`config.mk`:
```
export PLATFORM = sky130hd
export DESIGN_NAME = tm_model_loader_flat
export DESIGN_NICKNAME = d
export VERILOG_FILES = /design/src/rtl/tm_model_loader_if.sv /design/src/rtl/tm_model_loader.sv /design/src/flat_wrapper.sv
export SDC_FILE = /design/constraint.sdc
export NUM_CORES = 1
export LEC_CHECK = 0
export ABC_AREA = 0
export BUFFER_PORTS_ARGS = -buffer_cell sky130_fd_sc_hd__buf_2
export CELL_PAD_IN_SITES_DETAIL_PLACEMENT = 1
export CELL_PAD_IN_SITES_GLOBAL_PLACEMENT = 1
export CORE_AREA = 8 8 322 324
export CTS_CLUSTER_DIAMETER = 120
export CTS_CLUSTER_SIZE = 10
export DETAILED_ROUTE_END_ITERATION = 10
export DIE_AREA = 0 0 330 332
export HOLD_SLACK_MARGIN = 0.06
export PLACE_DENSITY = 0.59
export SYNTH_ARGS = -nofsm -noshare
export SYNTH_HDL_FRONTEND = slang
export SYNTH_SLANG_ARGS = --single-unit
```
`constraint.sdc`:
```
create_clock -name clk -period 3.15 [get_ports clk]
set_input_delay 0.315 -clock clk [delete_from_list [all_inputs] [get_ports clk]]
set_output_delay 0.315 -clock clk [all_outputs]
set_load 0.03 [all_outputs]
```
`src/rtl/tm_model_loader_if.sv`:
```
// Host-side model stream: ready/valid word beats with an end-of-model marker.
interface tm_model_loader_if #(
   parameter int DATA_W = 256
) ();
   logic [DATA_W-1:0] s_data;
   logic              s_valid;
   logic              s_last;
   logic              s_ready;

   modport master (output s_data, output s_valid, output s_last, input s_ready);
   modport slave  (input s_data, input s_valid, input s_last, output s_ready);
endinterface

```
`src/rtl/tm_model_loader.sv`:
```
// Tsetlin machine model loader: streams clause masks then class weights from
// the host stream into the inference core's write ports, one strobe per beat.
module tm_model_loader #(
   parameter int CLAUSEN = 10,
   parameter int CLASSN  = 10,
   parameter int WPC     = 5,
   parameter int DATA_W  = 256
) (
   input  logic              clk,
   input  logic              reset,
   input  logic              start,
   input  logic [8:0]        clauses,
   tm_model_loader_if.slave  s,
   output logic              wea,
   output logic [31:0]       bram_addr_a,
   output logic [DATA_W-1:0] clause_write,
   output logic              wea2,
   output logic [31:0]       bram_addr_a2,
   output logic [DATA_W-1:0] weight_write,
   output logic              busy,
   output logic              load_done,
   output logic              err
);

   localparam logic [31:0] NW     = 32'(CLASSN * WPC);
   localparam logic [31:0] CL_MAX = 32'(CLAUSEN);

   typedef enum logic [2:0] {
      IDLE,
      CLAUSE,
      WEIGHT,
      FLUSH,
      ERR
   } state_t;

   state_t            state_q, state_d;
   logic [31:0]       k_q, k_d;
   logic [8:0]        n_cl_q, n_cl_d;

   logic              wea_q, wea_d;
   logic              wea2_q, wea2_d;
   logic [31:0]       addr_a_q, addr_a_d;
   logic [31:0]       addr_a2_q, addr_a2_d;
   logic [DATA_W-1:0] cw_q, cw_d;
   logic [DATA_W-1:0] ww_q, ww_d;
   logic              done_q, done_d;
   logic              err_q, err_d;

   logic              ready;
   logic              accept;
   logic              start_ok;
   logic              count_ok;
   logic [31:0]       last_cl;

   assign ready    = (state_q == CLAUSE) || (state_q == WEIGHT);
   assign s.s_ready = ready;
   assign accept   = s.s_valid & ready;
   // The completion pulse cycle is still part of the load, so start stays ignored there.
   assign busy     = (state_q == CLAUSE) || (state_q == WEIGHT) || (state_q == FLUSH) || done_q;
   assign start_ok = start && ((state_q == IDLE) || (state_q == ERR)) && !done_q;
   assign count_ok = (clauses != 9'd0) && ({23'd0, clauses} <= CL_MAX);
   assign last_cl  = {23'd0, n_cl_q} - 32'd1;

   assign wea          = wea_q;
   assign wea2         = wea2_q;
   assign bram_addr_a  = addr_a_q;
   assign bram_addr_a2 = addr_a2_q;
   assign clause_write = cw_q;
   assign weight_write = ww_q;
   assign load_done    = done_q;
   assign err          = err_q;

   // State, beat counter and clause count registers.
   always_ff @(posedge clk) begin
      if (reset) begin
         state_q <= IDLE;
         k_q     <= '0;
         n_cl_q  <= '0;
      end else begin
         state_q <= state_d;
         k_q     <= k_d;
         n_cl_q  <= n_cl_d;
      end
   end

   // Next state: phase sequencing, beat counting and framing checks.
   always_comb begin
      state_d = state_q;
      k_d     = k_q;
      n_cl_d  = n_cl_q;
      case (state_q)
         IDLE, ERR: begin
            if (start_ok) begin
               if (count_ok) begin
                  n_cl_d  = clauses;
                  k_d     = '0;
                  state_d = CLAUSE;
               end else begin
                  state_d = ERR;
               end
            end
         end
         CLAUSE: begin
            if (accept) begin
               if (s.s_last) begin
                  k_d     = '0;
                  state_d = ERR;
               end else if (k_q == last_cl) begin
                  k_d     = '0;
                  state_d = WEIGHT;
               end else begin
                  k_d = k_q + 32'd1;
               end
            end
         end
         WEIGHT: begin
            if (accept) begin
               if (k_q == NW - 32'd1) begin
                  k_d     = '0;
                  state_d = s.s_last ? FLUSH : ERR;
               end else if (s.s_last) begin
                  k_d     = '0;
                  state_d = ERR;
               end else begin
                  k_d = k_q + 32'd1;
               end
            end
         end
         FLUSH:   state_d = IDLE;
         default: state_d = IDLE;
      endcase
   end

   // Output next values: one write strobe per accepted beat, idle addresses all-ones.
   always_comb begin
      wea_d     = (state_q == CLAUSE) && accept;
      wea2_d    = (state_q == WEIGHT) && accept;
      addr_a_d  = wea_d  ? k_q : '1;
      addr_a2_d = wea2_d ? k_q : '1;
      cw_d      = wea_d  ? s.s_data : cw_q;
      ww_d      = wea2_d ? s.s_data : ww_q;
      done_d    = (state_q == FLUSH);
      err_d     = (state_d == ERR);
   end

   // Registered outputs.
   always_ff @(posedge clk) begin
      if (reset) begin
         wea_q     <= 1'b0;
         wea2_q    <= 1'b0;
         addr_a_q  <= '1;
         addr_a2_q <= '1;
         cw_q      <= '0;
         ww_q      <= '0;
         done_q    <= 1'b0;
         err_q     <= 1'b0;
      end else begin
         wea_q     <= wea_d;
         wea2_q    <= wea2_d;
         addr_a_q  <= addr_a_d;
         addr_a2_q <= addr_a2_d;
         cw_q      <= cw_d;
         ww_q      <= ww_d;
         done_q    <= done_d;
         err_q     <= err_d;
      end
   end

endmodule

```
`src/flat_wrapper.sv`:
```
// flat-port wrapper written by rule: the top's interface ports become plain ports
module tm_model_loader_flat 
#(
   parameter int CLAUSEN = 10,
   parameter int CLASSN  = 10,
   parameter int WPC     = 5,
   parameter int DATA_W  = 256
)
  (clk, reset, start, clauses, wea, bram_addr_a, clause_write, wea2, bram_addr_a2, weight_write, busy, load_done, err, s_s_data, s_s_valid, s_s_last, s_s_ready);
  tm_model_loader_if #(.DATA_W(DATA_W)) s_i ();
  input  logic clk;
  input  logic reset;
  input  logic start;
  input  logic [8:0] clauses;
  output logic wea;
  output logic [31:0] bram_addr_a;
  output logic [DATA_W-1:0] clause_write;
  output logic wea2;
  output logic [31:0] bram_addr_a2;
  output logic [DATA_W-1:0] weight_write;
  output logic busy;
  output logic load_done;
  output logic err;
  input wire logic [$bits(s_i.s_data)-1:0] s_s_data;
  input wire logic [$bits(s_i.s_valid)-1:0] s_s_valid;
  input wire logic [$bits(s_i.s_last)-1:0] s_s_last;
  output wire logic [$bits(s_i.s_ready)-1:0] s_s_ready;
  assign s_i.s_data = s_s_data;
  assign s_i.s_valid = s_s_valid;
  assign s_i.s_last = s_s_last;
  assign s_s_ready = s_i.s_ready;
  tm_model_loader #(.CLAUSEN(CLAUSEN), .CLASSN(CLASSN), .WPC(WPC), .DATA_W(DATA_W)) u_core (.clk(clk), .reset(reset), .start(start), .clauses(clauses), .s(s_i), .wea(wea), .bram_addr_a(bram_addr_a), .clause_write(clause_write), .wea2(wea2), .bram_addr_a2(bram_addr_a2), .weight_write(weight_write), .busy(busy), .load_done(load_done), .err(err));
endmodule
```
# ---- After elaboration in Yosys (flattened, before gate mapping)
# Cells that the tools add are included.
dict set report classes {
  muxes 19
  bitwise 3
  n_lt_le_gt_ge 1
  n_reduce_logical 18
  eq_ne 11
  div_mod_pow 0
  shifts 0
  addsub 2
  mul 0
}
# operator count
set op_table {}
lappend op_table {{two-way mux 32 bit} 8}
lappend op_table {{one-hot mux 32 bit (3 select lines)} 1}
lappend op_table {{adder 32 x 1 -> 32 bit (second input constant)} 1}
lappend op_table {{equality test 32 bit} 1}
lappend op_table {{equality test 32 x 6 -> 1 bit (second input constant)} 1}
lappend op_table {{two-way mux 3 bit} 9}
lappend op_table {{subtractor 9 x 1 -> 10 bit (second input constant)} 1}
lappend op_table {{<= comparator 9 x 4 -> 1 bit (second input constant)} 1}
lappend op_table {{one-hot mux 3 bit (3 select lines)} 1}
lappend op_table {{nonzero test 9 bit} 1}
lappend op_table {{!= test 2 x 1 -> 1 bit (second input constant)} 4}
lappend op_table {{equality test 3 x 2 -> 1 bit (second input constant)} 2}
lappend op_table {{equality test 3 bit (second input constant)} 2}
lappend op_table {{OR reduction 2 bit} 3}
lappend op_table {{logical AND 1 bit} 5}
lappend op_table {{AND reduction 5 bit} 1}
lappend op_table {{logical OR 1 bit} 4}
lappend op_table {{equality test 3 x 1 -> 1 bit (second input constant)} 1}
lappend op_table {{logical NOT 3 bit} 1}
lappend op_table {{AND reduction 3 bit} 1}
lappend op_table {{nonzero test 3 bit} 1}
lappend op_table {{inverter 1 bit} 2}
lappend op_table {{AND 1 bit} 1}
lappend op_table {{logical NOT 1 bit} 1}
dict set report totals {
  rom_bits 0
  out_inout_bits 582
  inputBits 270
  ff_bits 624
  memories 0
  elab_cells 65
  latchBits 0
  ram_bits 0
}

# ---- Depth between registers and ports, before layout
# Gate-level depths: netlist of the first run.
dict set report depth {
  depth_word 7
  mapped_depth 11
  depth_no_buf 10
}

# ---- Least setup slack after synthesis of the first run
# No wires, ideal clock.
dict set report synth_timing {
  kind {flip-flop to flip-flop}
  from {reg u_core.k_q[0]}
  to {reg u_core.k_q[27]}
  path_stages_with_launch 11
  path_buffers 1
  setup_time_ps 114
  t_required_ps 3036
  path_slack_ps 502
  synth_period_minus_slack_ps 2648
  arrival_ps 2534
  path_cell_list {dfxtp_1 ha_1 or4b_1 or4_4 nor4_4 or4_4 nand4b_4 nand3_4 buf_8 o21ai_2 a21o_1}
}
dict set report synth_via {
  elab_chain_cells 5
  elab_cells_between_ends 10
  cone_classes {add/sub (1); eq/ne (2); mux (7)}
}
# element line_no
set synth_lines {}
lappend synth_lines {{from (decl)} tm_model_loader.sv:37} ;# logic [31:0] k_q, k_d;
lappend synth_lines {{from (signal assigned)} tm_model_loader.sv:81} ;# k_q <= k_d;
lappend synth_lines {{adder 32 x 1 -> 32 bit / equality test 32 bit (equally long branches)} {tm_model_loader.sv:112, tm_model_loader.sv:125, tm_model_loader.sv:108}}
lappend synth_lines {{two-way mux 32 bit, on equally long branches} {tm_model_loader.sv:121, tm_model_loader.sv:108}}
lappend synth_lines {{two-way mux 32 bit, on equally long branches} {tm_model_loader.sv:118, tm_model_loader.sv:105}}
lappend synth_lines {{two-way mux 32 bit, on equally long branches} {tm_model_loader.sv:117, tm_model_loader.sv:104}}
lappend synth_lines {{one-hot mux 32 bit (3 select lines) *} tm_model_loader.sv:91} ;# case (state_q)
# Mark *: on every way between the ends. The rest lies on a longest branch, timed or not. The select of a mux whose other input is x is not followed.
# A chain may end at the register's enable or synchronous reset.

# ---- Final worst setup path of the first run
dict set report layout_timing {
  from {reg u_core.n_cl_q[0]}
  to {reg u_core.k_q[20]}
}
dict set report layout_via {
  elab_chain_cells 6
}
# element line_no
set layout_lines {}
lappend layout_lines {{from (decl)} tm_model_loader.sv:38} ;# logic [8:0] n_cl_q, n_cl_d;
lappend layout_lines {{from (signal assigned)} tm_model_loader.sv:82} ;# n_cl_q <= n_cl_d;
lappend layout_lines {{subtractor 9 x 1 -> 10 bit} tm_model_loader.sv:62} ;# assign last_cl = {23'd0, n_cl_q} - 32'd1;
lappend layout_lines {{equality test 32 bit} tm_model_loader.sv:108} ;# end else if (k_q == last_cl) begin
lappend layout_lines {{two-way mux 32 bit} tm_model_loader.sv:108}
lappend layout_lines {{two-way mux 32 bit} tm_model_loader.sv:105} ;# if (s.s_last) begin
lappend layout_lines {{two-way mux 32 bit} tm_model_loader.sv:104} ;# if (accept) begin
lappend layout_lines {{one-hot mux 32 bit (3 select lines)} tm_model_loader.sv:91}
# No other way between the ends. The select of a mux whose other input is x is not followed.

==> results.txt, run 1 <==
Post-cts sizing count: 0
Yosys top cell by area: dfxtp_1
Residual DRC: 0
First-pass DRT Iterations: 5
Row Count: 116
Drt via density: 4.45
Final worst slack: 0.241 ns
Slew Viols, Final: 0
Mean Syn Cell Area: 8.03 sq um
First-pass GRT wire length: 151000 microns
RSZ-0062 raised after global routing: no
Total GRT Usage: 17.8%
Total die area: 110000 sq um
Fin cells: 5071
Placer congestion estimate: 0.821
Layout cell share with drive strength beyond 1: 26.7%
Initial Utilization: 22.1%
Post-CTS Setup Bufs: 0
Drt wl/cell: 20.3 microns
Worst path arrival time: 3.45 ns
Synth area leaders: dfxtp_1, nand2_1, a21oi_1
Power per Cell Area: 504 nW/um^2
Fin area: 32200 sq um
Worst Setup Path Type: register to register
Setup Skew: 0.0262 ns
Post-synth EDFFs: 0
Global route hottest layer: met2
Critical path required time: 3.69 ns
Root buffer cell: clkbuf_16
Number of instances in the placed design: 4721
Ys flop type: dfxtp_1
Detailed Place HPWL: 74000 microns
Synth Warn #: 0
Crit end category: register
Clk buf depth: 3
Post-synth ARST share: 0%
Pin count of the biggest net entering global routing: 147
Boundary Pins: 852
Slew Limit Headroom: 37.3%
Outcome: finished, final reports clean
Startpoint types: register
TritonCTS buffer count: 72
Final worst path period share: 92.3%
NetSw: 3.74 mW
Fmax: 344 MHz
Met1 usage: 19.9%
Post-route ant nets: 0
Area delta synth->final: 46.9%
Synthesized flop and latch total: 624
Final Hold Viols: 0
CP max FO: 14
Clk pwr share: 46.5%
Yosys top cell area share: 57.1%
Iter 0 DRT Violations: 977
Vias: 22545
Die H: 332 microns
Clock Latency Late Sink: 0.64 ns
Finish-stage setup viols: 0
Syn Nets: 2999
Fin crit period: 2.91 ns
# port buffers: 851
Register area share after synthesis: 57.1%
Post-CTS Hold Buffers: 261
Clock Pin Slew Worst Setup and Hold Paths: 0.06 ns
Cells after Synth: 2726
Leakage power total: 13.2 nW
Cell Area, Synth: 21900 sq um
Final #Nets: 4031
Placed instance area: 27600 sq um
CTS tree: yes
GR Util met3: 5.76%
Clock Sinks: 624
Max Cap Violations: 0
Logic pwr share: 4.7%
Max VDD drop: 349 uV
Die W: 330 microns
DRT Wirelength: 103000 microns
Worst Tran Pin Value: 0.941 ns
Met2 usage: 30.5%
Flop pwr share: 48.8%
Net Sw Frac: 23.1%
Fill cell count: 12039
Initial antenna violation count: 9
Setup Total Neg Slack: 0 ns
Power Internal: 12.5 mW
Vias in the first global route: 23407
Tightest Hold Check Type: input port to register
H-tree lvl count: 3
Core ar.: 99000 sq um
Pre-CTS WS: 0.245 ns
Overflow after GRT: 0
Synth unique cells: 59
-- metrics by stage --
stage	hold WS, ns	utilization (%)	power [mW]
final	0.187	32.5	16.2
after global routing	0.172	32.5	16.9
after CTS	0.111	32.5	16.5
after detailed placement	0.443	27.9	8.57
after global placement	0.438	27.9	8.57
after floorplan	0.451	-	8.24
-- power by group through the flow --
stage                     sequential [mW]  combinational [mW]  clock [mW]
after floorplan                      8.10               0.146           0
after global placement               8.08               0.490           0
after detailed placement             8.08               0.488           0
after CTS                            7.91               0.773        7.84
after global routing                 7.91               0.822        8.12
final                                7.91               0.765        7.55
-- synthesized netlist by cell type, drive strengths merged (4+ instances only) --
master  number
buf         11
clkbuf     194
nand2     1071
a31oi       11
o31ai        4
dfxtp      624
and2         8
o21ai       22
xor2         8
a21oi      519
or3         63
and4         6
nor3        17
and3        12
inv         13
xnor2       10
nor4         7
nand4       13
a21o         5
or4          6
nor2        39
nand3       19
mux2i        7
-- flip-flops by register name, summed over array words and instances (netlist names) --
| register | count |
|---|---|
| u_core.bram_addr_a | 32 |
| u_core.k_q | 32 |
| u_core.load_done | 1 |
| u_core.weight_write | 256 |
| u_core.wea | 1 |
| u_core.wea2 | 1 |
| u_core.clause_write | 256 |
| u_core.n_cl_q | 9 |
| u_core.state_q | 3 |
| u_core.err | 1 |
| u_core.bram_addr_a2 | 32 |
-- per-layer routing --
| metal | part of all wire [%] | routed length (microns) |
|---|---|---|
| met3 | 7.1 | 7310 |
| met4 | 4.9 | 5000 |
| met2 | 49 | 50000 |
| met1 | 39 | 40600 |
| met5 | 0.024 | 25 |
-- area by class of cell --
cell class / count / area (sq um) / area share, %
antenna: 7 / 17.5 / 0.0545
clock buffer: 76 / 1870 / 5.81
clock inverter: 6 / 78.8 / 0.245
inverter: 13 / 48.8 / 0.152
multi-input combinational: 1884 / 8570 / 26.7
sequential: 624 / 12500 / 38.8
tap: 1298 / 1620 / 5.05
timing repair buffer: 1163 / 7460 / 23.2
-- kinds of logic after synthesis --
family                     share of synthesized area [%]
and+or+nand+nor                                     24.1
muxes                                              0.320
AOI/OAI and AO/OA                                   13.7
DFF                                                 57.1
xor gates and xnor gates                           0.720
buffers and inverters                               3.87
adders and majority gates                          0.217
-- critical path, stage by stage, from the launching register on --
cell and delay (ns):
dfxtp_1 0.37, inv_1 0.08, ha_1 0.28, or4bb_1 0.53, xnor2_1 0.15, nand4_1 0.11, and3b_2 0.25, o21ai_2 0.58
buf_4 0.25, nand3b_1 0.08, a31oi_1 0.16
-- cell usage in the layout, fill, tap and decap left out, types with 3 or more instances in the layout --
| master | n |
|---|---|
| nand2_1 | 1069 |
| buf_2 | 850 |
| dfxtp_1 | 624 |
| a21oi_1 | 518 |
| dlygate4sd3_1 | 261 |
| clkbuf_16 | 74 |
| or3_1 | 63 |
| nor2_1 | 39 |
| buf_4 | 35 |
| nand3_1 | 18 |
| o21ai_0 | 18 |
| nor3_1 | 16 |
| buf_12 | 16 |
| inv_1 | 13 |
| nand4_1 | 13 |
| and3_1 | 12 |
| a31oi_1 | 11 |
| xnor2_1 | 10 |
| xor2_1 | 8 |
| diode_2 | 7 |
| mux2i_1 | 7 |
| nor4_1 | 6 |
| and2_1 | 6 |
| and4_1 | 6 |
| a21o_1 | 5 |
| o31ai_1 | 4 |
| or4_1 | 3 |
| or4_4 | 3 |
| ha_1 | 3 |
-- path summary, 6_finish.rpt --
path                                          startpoint                        to  slack [ns]  cells past startpoint
worst max-delay path                    u_core.n_cl_q[0]            u_core.k_q[20]        0.24                     10
worst min-delay path                           s_s_valid         u_core.state_q[1]        0.19                      4
worst max register to register          u_core.n_cl_q[0]            u_core.k_q[20]        0.24                     10
worst min register to register  u_core.weight_write[242]  u_core.weight_write[242]        0.45                      2
Power figures use the tool's default switching activity.
==> inputs of run 2 (changes only) <==
Clock period 3.15 ns to 2.73 ns, I/O delays scaled along.
==> results.txt, run 2 (synthesis results as in run 1) <==
Total die area: 110000 sq um (unchanged)
Met1 Wirelength: 40800 microns (+0.34%)
Detailed Place HPWL: 76300 microns (+3.2%)
Initial Utilization: 22.1% (unchanged)
Fin crit period: 2.63 ns (-0.283 ns)
Met3 routed WL: 7430 microns (+1.6%)
Hold EP: u_core.state_q[1]
Clock Latency Late Sink: 0.62 ns (-0.02 ns)
Top Layer Used: met5
Reg2reg setup slack: 0.10 ns (-0.14 ns)
Worst path arrival time: 3.12 ns (-0.33 ns)
RSZ-0062 raised after global routing: yes
Placer congestion estimate: 0.810 (-1.3%)
CTS tree: yes
Row Count: 116 (unchanged)
Startpoint types: register
Clock Sinks: 624 (unchanged)
Hold path cells: 4 (unchanged)
Root buffer cell: clkbuf_16
Number of instances in the placed design: 4763 (+0.89%)
Final Hold Viols: 0 (unchanged)
Pin count of the biggest net entering global routing: 157 (+6.8%)
Overflow after GRT: 0 (unchanged)
Fin cells: 5114 (+0.85%)
Worst Tran Pin Value: 0.800 ns (-0.141 ns)
Clk buf depth: 3 (unchanged)
Routed wl met2: 50000 microns (-0.13%)
Die H: 332 microns (unchanged)
Final worst path period share: 96.2% (+3.8 points)
Leakage power total: 13.4 nW (+2.1%)
Area delta synth->final: 49.0%
Core ar.: 99000 sq um (unchanged)
Fin area: 32600 sq um (+1.4%)
Boundary Pins: 852 (unchanged)
Fmax: 381 MHz (+11%)
Die W: 330 microns (unchanged)
Slew Viols, Final: 0 (unchanged)
Placed instance area: 28000 sq um (+1.5%)
Power per Cell Area: 576 nW/um^2 (+14%)
Commonest non-fill, non-tap cell in the layout: nand2_1
Hold wc startpoint: s_s_valid
R2r worst-path depth: 9 (-1)
H-tree lvl count: 3 (unchanged)
Slew Limit Headroom: 46.7% (+9.4 points)
Total GRT Usage: 18.0% (+0.16 points)
Clock Pin Slew Worst Setup and Hold Paths: 0.06 ns (about the same)
CP max stage cell: or4_4
Vias in the first global route: 23930 (+2.2%)
TritonCTS buffer count: 73 (+1.4%)
Crit end category: register
CP max FO: 11 (-3)
Outcome: finished, final reports clean
Initial antenna violation count: 8 (-1)
Fill cell count: 11972 (-0.56%)
R2r endpoint: u_core.k_q[9]
DRT Wirelength: 104000 microns (+0.66%)
Critical path required time: 3.23 ns (-0.46 ns)
Worst Path Buf+Inv: 1 (-1)
Pre-CTS WS: 0.0190 ns (-0.226 ns)
Final #Nets: 4077 (+1.1%)
Crit-path leading delay family: simple AND/OR/NAND/NOR gates
Commonest non-fill, non-tap cells in the layout: nand2_1, buf_2, dfxtp_1
Finish-stage setup viols: 0 (unchanged)
Final worst slack: 0.105 ns (-0.137 ns)
First-pass GRT wire length: 152000 microns (+0.87%)
Worst-path cell chain: or4_4 > or3_1 > a211o_1 > o211ai_2 > and3b_2 > o211ai_1 > nand2_1 > buf_6 > o21ai_0
Iter 0 DRT Violations: 1094 (+12%)
Final total power: 18.8 mW (+16%)
Tightest Hold Check Type: input port to register
# port buffers: 851 (unchanged)
Max VDD drop: 396 uV (+14%)
Vias: 22710 (+0.73%)
Layout cell share with drive strength beyond 1: 27.5% (+0.89 points)
Slowest stage delay, CP: 0.57 ns (about the same)
Setup Skew: 0.0118 ns (-0.0144 ns)
Hold_ws: 0.136 ns (-0.0504 ns)
Worst r2r src: u_core.n_cl_q[3]
Drt via density: 4.44 (-0.12%)
First-pass DRT Iterations: 6 (+1)
Worst Setup Path Type: register to register
Residual DRC: 0 (unchanged)
Drt wl/cell: 20.3 microns (-0.19%)
Post-route ant nets: 0 (unchanged)
Max Cap Violations: 0 (unchanged)
-- run 2: cell count changes in the layout (fill, tap and decap cells not counted), sizes merged --
cell | previous run | this run
buf | 902 | 947
bufinv | 0 | 1
clkbuf | 76 | 75
diode | 7 | 4
inv | 17 | 18
-- run 2: per-stage QoR --
stage | util (%) | setup TNS [ns]
final | 33.0 | 0
after global routing | 33.0 | -0.00318
after CTS | 32.9 | 0
after detailed placement | 28.3 | 0
after global placement | 28.3 | 0
after floorplan | - | 0
-- run 2: tightest hold or removal path, delay by kind of cell --
| family | cells | cell delay (ns) |
|---|---|---|
| buffers and inverters | 1 | 0.24 |
| and+or+nand+nor | 2 | 0.14 |
| AOI/OAI and AO/OA | 1 | 0.06 |
-- run 2: area by class of cell --
| class | instances | area [sq um] | area share (%) |
|---|---|---|---|
| clock inverter | 8 | 118 | 0.360 |
| sequential | 624 | 12500 | 38.3 |
| multi-input combinational | 1884 | 8590 | 26.3 |
| clock buffer | 75 | 1860 | 5.69 |
| inverter | 13 | 48.8 | 0.150 |
| tap | 1298 | 1620 | 4.98 |
| timing repair buffer | 1208 | 7890 | 24.2 |
| antenna | 4 | 10.0 | 0.0307 |
-- run 2: worst max path at each step --
stage                           to              from  depth (start not counted)  slack, ns
floorplan           u_core.k_q[27]     u_core.k_q[0]                         10       0.08
global placement    u_core.k_q[14]  u_core.n_cl_q[3]                          9       0.07
detailed placement  u_core.k_q[14]  u_core.n_cl_q[3]                          9       0.02
CTS                  u_core.k_q[9]  u_core.n_cl_q[3]                          9       0.02
global route        u_core.k_q[11]     u_core.k_q[1]                         10     -0.003
finish               u_core.k_q[9]  u_core.n_cl_q[3]                          9       0.10
-- run 2: repair_timing --
item,CTS,global route
buffers inserted,0,3
gates resized for setup,0,3
endpoints found under the hold margin,518,0
setup endpoints to repair,0,22
hold buffers,261,0
-- run 2: metal layers --
layer,global-route usage (%),vias up
met5,0,-
met4,9.44,4
met3,5.22,228
met2,30.6,676
met1,20.3,10789
li1,-,11013
-- run 2: where the power goes --
part / switching, mW / total (mW) / internal, mW
Sequential: 0.00909 / 9.13 / 9.12
Clock: 3.86 / 8.78 / 4.92
Combinational: 0.447 / 0.889 / 0.443
Total: 4.31 / 18.8 / 14.5
